--- src/rtl/uart_rx_deserializer.sv ---
// uart_rx_deserializer: 16x-oversampled UART receiver with valid/ready holding register and error flags
module uart_rx_deserializer #(
  parameter int DATA_WIDTH = 8,
  parameter int OVERSAMPLE = 16,
  parameter int PARITY_EN  = 0,
  parameter int PARITY_ODD = 0,
  parameter int STOP_BITS  = 1
) (
  input  logic                  pclk,
  input  logic                  areset,
  input  logic [15:0]           baud_div,
  input  logic                  rx,
  output logic [DATA_WIDTH-1:0] rx_data,
  output logic                  rx_valid,
  input  logic                  rx_ready,
  output logic                  parity_err,
  output logic                  framing_err,
  output logic                  overrun_err,
  output logic                  busy
);
  localparam int SW = $clog2(OVERSAMPLE);
  localparam int IW = $clog2(DATA_WIDTH);
  localparam logic [SW-1:0] SMAX  = SW'(OVERSAMPLE - 1);
  localparam logic [SW-1:0] SHALF = SW'(OVERSAMPLE / 2 - 1);
  typedef enum logic [2:0] {IDLE, START, DATA, PARITY, STOP} state_t;
  state_t state;
  logic rx_m, rx_s, rx_q;
  logic [15:0] cnt, div_q;
  logic [SW-1:0] sub;
  logic [IW-1:0] idx;
  logic stp;
  logic [DATA_WIDTH-1:0] shift;
  logic pe, fe;
  logic fall, tick, drain;
  assign fall  = (state == IDLE) && rx_q && !rx_s;
  assign tick  = cnt == div_q - 16'd1;
  assign drain = rx_valid && rx_ready;
  assign busy  = state != IDLE;
  // two-flop synchronizer plus previous-value register for edge detection
  always_ff @(posedge pclk or negedge areset) begin
    if (!areset) begin
      rx_m <= 1'b1;
      rx_s <= 1'b1;
      rx_q <= 1'b1;
    end else begin
      rx_m <= rx;
      rx_s <= rx_m;
      rx_q <= rx_s;
    end
  end
  // oversample tick counter, realigned to the start edge; divisor latched at each wrap
  always_ff @(posedge pclk or negedge areset) begin
    if (!areset) begin
      cnt   <= 16'd0;
      div_q <= 16'd1;
    end else if (fall || tick) begin
      cnt   <= 16'd0;
      div_q <= (baud_div == 16'd0) ? 16'd1 : baud_div;
    end else begin
      cnt <= cnt + 16'd1;
    end
  end
  // frame FSM with registered holding register, flags and overrun pulse
  always_ff @(posedge pclk or negedge areset) begin
    if (!areset) begin
      state       <= IDLE;
      sub         <= '0;
      idx         <= '0;
      stp         <= 1'b0;
      shift       <= '0;
      pe          <= 1'b0;
      fe          <= 1'b0;
      rx_data     <= '0;
      rx_valid    <= 1'b0;
      parity_err  <= 1'b0;
      framing_err <= 1'b0;
      overrun_err <= 1'b0;
    end else begin
      overrun_err <= 1'b0;
      if (drain) begin
        rx_valid    <= 1'b0;
        parity_err  <= 1'b0;
        framing_err <= 1'b0;
      end
      case (state)
        IDLE: if (fall) begin
          state <= START;
          sub   <= '0;
          idx   <= '0;
          stp   <= 1'b0;
          pe    <= 1'b0;
          fe    <= 1'b0;
        end
        START: if (tick) begin
          if (sub == SHALF) begin
            sub   <= '0;
            state <= rx_s ? IDLE : DATA;
          end else sub <= sub + 1'b1;
        end
        DATA: if (tick) begin
          if (sub == SMAX) begin
            sub   <= '0;
            shift <= {rx_s, shift[DATA_WIDTH-1:1]};
            idx   <= idx + 1'b1;
            if (idx == IW'(DATA_WIDTH - 1)) state <= (PARITY_EN != 0) ? PARITY : STOP;
          end else sub <= sub + 1'b1;
        end
        PARITY: if (tick) begin
          if (sub == SMAX) begin
            sub   <= '0;
            pe    <= (^shift ^ rx_s) != (PARITY_ODD != 0);
            state <= STOP;
          end else sub <= sub + 1'b1;
        end
        STOP: if (tick) begin
          if (sub == SMAX) begin
            sub <= '0;
            fe  <= fe | ~rx_s;
            stp <= stp + 1'b1;
            if (stp == 1'(STOP_BITS - 1)) begin
              state <= IDLE;
              if (!rx_valid || rx_ready) begin
                rx_data     <= shift;
                rx_valid    <= 1'b1;
                parity_err  <= pe;
                framing_err <= fe | ~rx_s;
              end else overrun_err <= 1'b1;
            end
          end else sub <= sub + 1'b1;
        end
        default: state <= IDLE;
      endcase
    end
  end
endmodule

--- config.mk ---
export PLATFORM = sky130hd
export DESIGN_NAME = uart_rx_deserializer
export DESIGN_NICKNAME = d
export VERILOG_FILES = /design/src/rtl/uart_rx_deserializer.sv
export SDC_FILE = /design/constraint.sdc
export NUM_CORES = 1
export LEC_CHECK = 0
export ABC_AREA = 1
export BUFFER_PORTS_ARGS = -buffer_cell sky130_fd_sc_hd__clkbuf_2
export CAP_MARGIN = 25
export CORE_AREA = 2 2 92 85
export CTS_CLUSTER_DIAMETER = 30
export DETAILED_ROUTE_END_ITERATION = 12
export DIE_AREA = 0 0 94 87
export PLACE_DENSITY = 0.8
export SYNTH_ARGS = -nofsm -noshare
export SYNTH_HDL_FRONTEND = slang
export SYNTH_SLANG_ARGS = --single-unit
--- constraint.sdc ---
create_clock -name pclk -period 2.5 [get_ports pclk]
set_input_delay 0.25 -clock pclk [delete_from_list [all_inputs] [get_ports pclk]]
set_output_delay 0.25 -clock pclk [all_outputs]
set_load 0.05 [all_outputs]
==> flow_summary_export.csv <==
group,metric,value,unit
run_status,status,"finished, final reports clean",
final_layout,final_layout_size_suffix_gt1_frac,0.164,
power_and_ir_drop,ir_drop,0.467,mV
yosys,synth_edf_count,0,
power_and_ir_drop,leakage,2.52,nW
global_routing,grt_pass1_wl,15.6,mm
yosys,ys_ff_latch,68,
yosys,syn-num-nets,641,
worst_setup_path,path_max_fanout,5,
hold_path,min_to,"div_q[12]$_DFFE_PN0N_",
yosys,muxShareOfSynthArea,0,
final_layout,layout_common_cells,"nand2_1 (186), inv_1 (90), nor2_1 (67)",
sta,worst_pin_slew,0.664,ns
place,port_buffers,32,
worst_setup_path,start_kind,"flop",
clock_network,clock_tree.buffer_depth,2,
die,initial_core_util,0.592,
clock_network,path_clk_slew,0.08,ns
yosys,yosys.area.top_type_share,0.370,
worst_setup_path,cp.arrival,2.56,ns
global_routing,use_met3,0.0571,
place,gp_congestion,0.968,
sta,drv_slew,0,
drt,wirelength,9.48,mm
power_and_ir_drop,powerDensity,964,mW/mm^2
global_routing,grt_max_degree,45,
yosys,synthAdderAreaFrac,0.0144,
worst_setup_path,worstPathRequired,2.74,ns
hold_path,worstHoldPathType,"in -> reg",
yosys,ys_warn_count,0,
global_routing,use_met2,0.390,
sta,holdWs,0.110,ns
worst_setup_path,crit_type,"reg -> reg",
final_layout,synthToLayoutAreaGrowth,12.9,%
yosys,synth_area_leader_cell,"dfrtp_1",
clock_network,cts_tree,"built",
global_routing,grt.total_usage,0.244,
global_routing,grt_overflow,0,
yosys,synth.avg_cell_area,7.03,um^2
drt,drc,0,
yosys,async_flop_share,1.00,
final_layout,final_common_cell,"nand2_1",
global_routing,use_met1,0.333,
drt,wire_per_inst,12.5,um
power_and_ir_drop,p_clk_frac,0.197,
yosys,synthesis.instances,616,
drt,via_per_inst,5.12,
yosys,synthTopCellsByArea,"dfrtp_1 (37%), nand2_1 (16%), inv_1 (7.8%)",
global_routing,top_usage_layer,"met2",
yosys,synth_top_family_by_area,"simple AND/OR/NAND/NOR gates",
drt,num_vias,3899,
sta,setup-violations-final,0,
drt,dr.pass1.iters,4,
power_and_ir_drop,seqPwrFrac,0.349,
worst_setup_path,worstReg2RegStart,"div_q[0]$_DFFE_PN1N_",
sta,fin_skew,0.00811,ns
sta,fin_crit,2.32,ns
worst_setup_path,r2r_end,"state[0]$_DFFE_PN0P_",
yosys,synth_ff_type,"dfrtp_1",
power_and_ir_drop,p_int,0.00256,W
global_routing,first_global_vias,3454,
final_layout,finalNetCount,685,
yosys,synth_xor_area_frac,0.0344,
sta,finalSetupTns,0,ns
final_layout,antenna_cells,0,
sta,fmax,0.430,GHz
place,dpl.hpwl,7.09,mm
power_and_ir_drop,pwr-share-comb,0.454,
sta,hold_viol_final,0,
clock_network,cts_sinks,68,
hold_path,hp-start,"baud_div[12]",
yosys,ys_seq_area_frac,0.394,
die,row_count,30,
worst_setup_path,end_kind,"flop",
global_routing,antenna_found_initial,0,
drt,drtAntennaViolNets,0,
die,top_level_ports,33,
sta,relSlewSlack,0.556,
worst_setup_path,ff2ff_path_depth,15,
job,drv_cap,0,
drt,drt_iter0_drc,195,
die,die_h,87,um
sta,timing.final.crit_share,0.930,
yosys,yosys.area_share.simple,0.400,
sta,rsz0062_at_grt,"true",
clock_network,htreeDepth,3,
yosys,synthesis.area,0.00433,mm^2
worst_setup_path,r2r_slack,0.18,ns
clock_network,cts_root_buffer,"clkbuf_8",
clock_network,cts_buffers,9,
clock_network,insertion_delay,0.36,ns
hold_path,min_path_cells,3,
power_and_ir_drop,switching_power,0.00216,W
yosys,synth.distinct_cells,38,
die,fp.coreArea,0.00732,mm^2
power_and_ir_drop,swShare,0.457,
yosys,synth-compound-area-share,0.0604,
die,dieArea,0.00818,mm^2
die,die_w,94,um
-- critical path, cell delays in order, from the launching register on --
cell,delay [ns]
dfstp_2,0.58
inv_2,0.07
ha_2,0.33
nor2_1,0.05
nor2_2,0.11
nand3_2,0.09
nor2_2,0.11
nand3_1,0.09
nor2_1,0.10
nand2_1,0.06
nor2_1,0.11
nand3_1,0.13
nand2_2,0.13
nand2_1,0.09
nand2_1,0.10
nand2_1,0.05
-- registers in the layout (all words and copies together), names as in the netlist, 3 cells and up --
name / count
shift: 8
idx: 3
div_q: 16
state: 3
rx_data: 8
sub: 4
cnt: 16
-- Yosys cell counts (all sizes together) (2+ instances only) --
cell and instances:
dfrtp 64, nand3b 4, a21oi 9, nand2 199, nor3 14, buf 7, ha 5, nor3b 3
dfstp 4, nor4 5, o21ai 33, nand4 8, inv 95, xor2 7, xnor2 10, nand3 54
or2 2, nor2 86
-- cells by family after synthesis --
kind of cell,Yosys count
adders and majority gates,5
and+or+nand+nor,375
DFF,68
xor gates and xnor gates,17
AOI/OAI and AO/OA,47
buffers and inverters,104
-- per-stage QoR --
step                instances  utilization  worst slack [ns]  total power [W]  area [um^2]
floorplan                 616            -             0.363          0.00324         4330
global placement          741        0.630             0.143          0.00364         4610
detailed placement        741        0.630             0.111          0.00371         4610
CTS                       759        0.661            0.0807          0.00466         4840
global route              761        0.668           -0.0243          0.00510         4890
finish                    761        0.668             0.175          0.00472         4890
-- layer usage --
layer  wire length, um  vias up
met5                 0        -
met4               126        0
met3               471       11
met2              4470       78
met1              4410     1790
li1                  -     2020
-- power groups by stage --
stage	sequential, W	clock [W]	combinational, W
CTS	0.00164	0.000945	0.00207
global route	0.00168	0.000982	0.00243
finish	0.00165	0.000928	0.00214
global placement	0.00165	0	0.00199
detailed placement	0.00166	0	0.00205
floorplan	0.00159	0	0.00165
-- how the worst max path moves through the flow --
stage	depth (start not counted)	end	slack, ns	start
finish	15	state[0]$_DFFE_PN0P_	0.18	div_q[0]$_DFFE_PN1N_
global route	16	div_q[0]$_DFFE_PN1N_	-0.02	div_q[0]$_DFFE_PN1N_
CTS	14	div_q[0]$_DFFE_PN1N_	0.08	div_q[0]$_DFFE_PN1N_
detailed placement	16	div_q[0]$_DFFE_PN1N_	0.11	div_q[0]$_DFFE_PN1N_
global placement	16	state[0]$_DFFE_PN0P_	0.14	div_q[0]$_DFFE_PN1N_
floorplan	8	state[0]$_DFFE_PN0P_	0.36	state[0]$_DFFE_PN0P_
-- repair_timing --
item,CTS,global route
gates resized for setup,0,6
endpoints found under the setup margin,0,38
hold buffers,2,0
buffers inserted,0,1
hold endpoints to repair,24,0
-- final cells by class --
cell class,instances,area (um^2)
clock buffer,10,138
clock inverter,6,63.8
fill,637,2430
inverter,96,360
multi-input combinational,444,2230
sequential,68,1710
tap,96,120
timing repair buffer,41,275
Power figures use the tool's default switching activity.
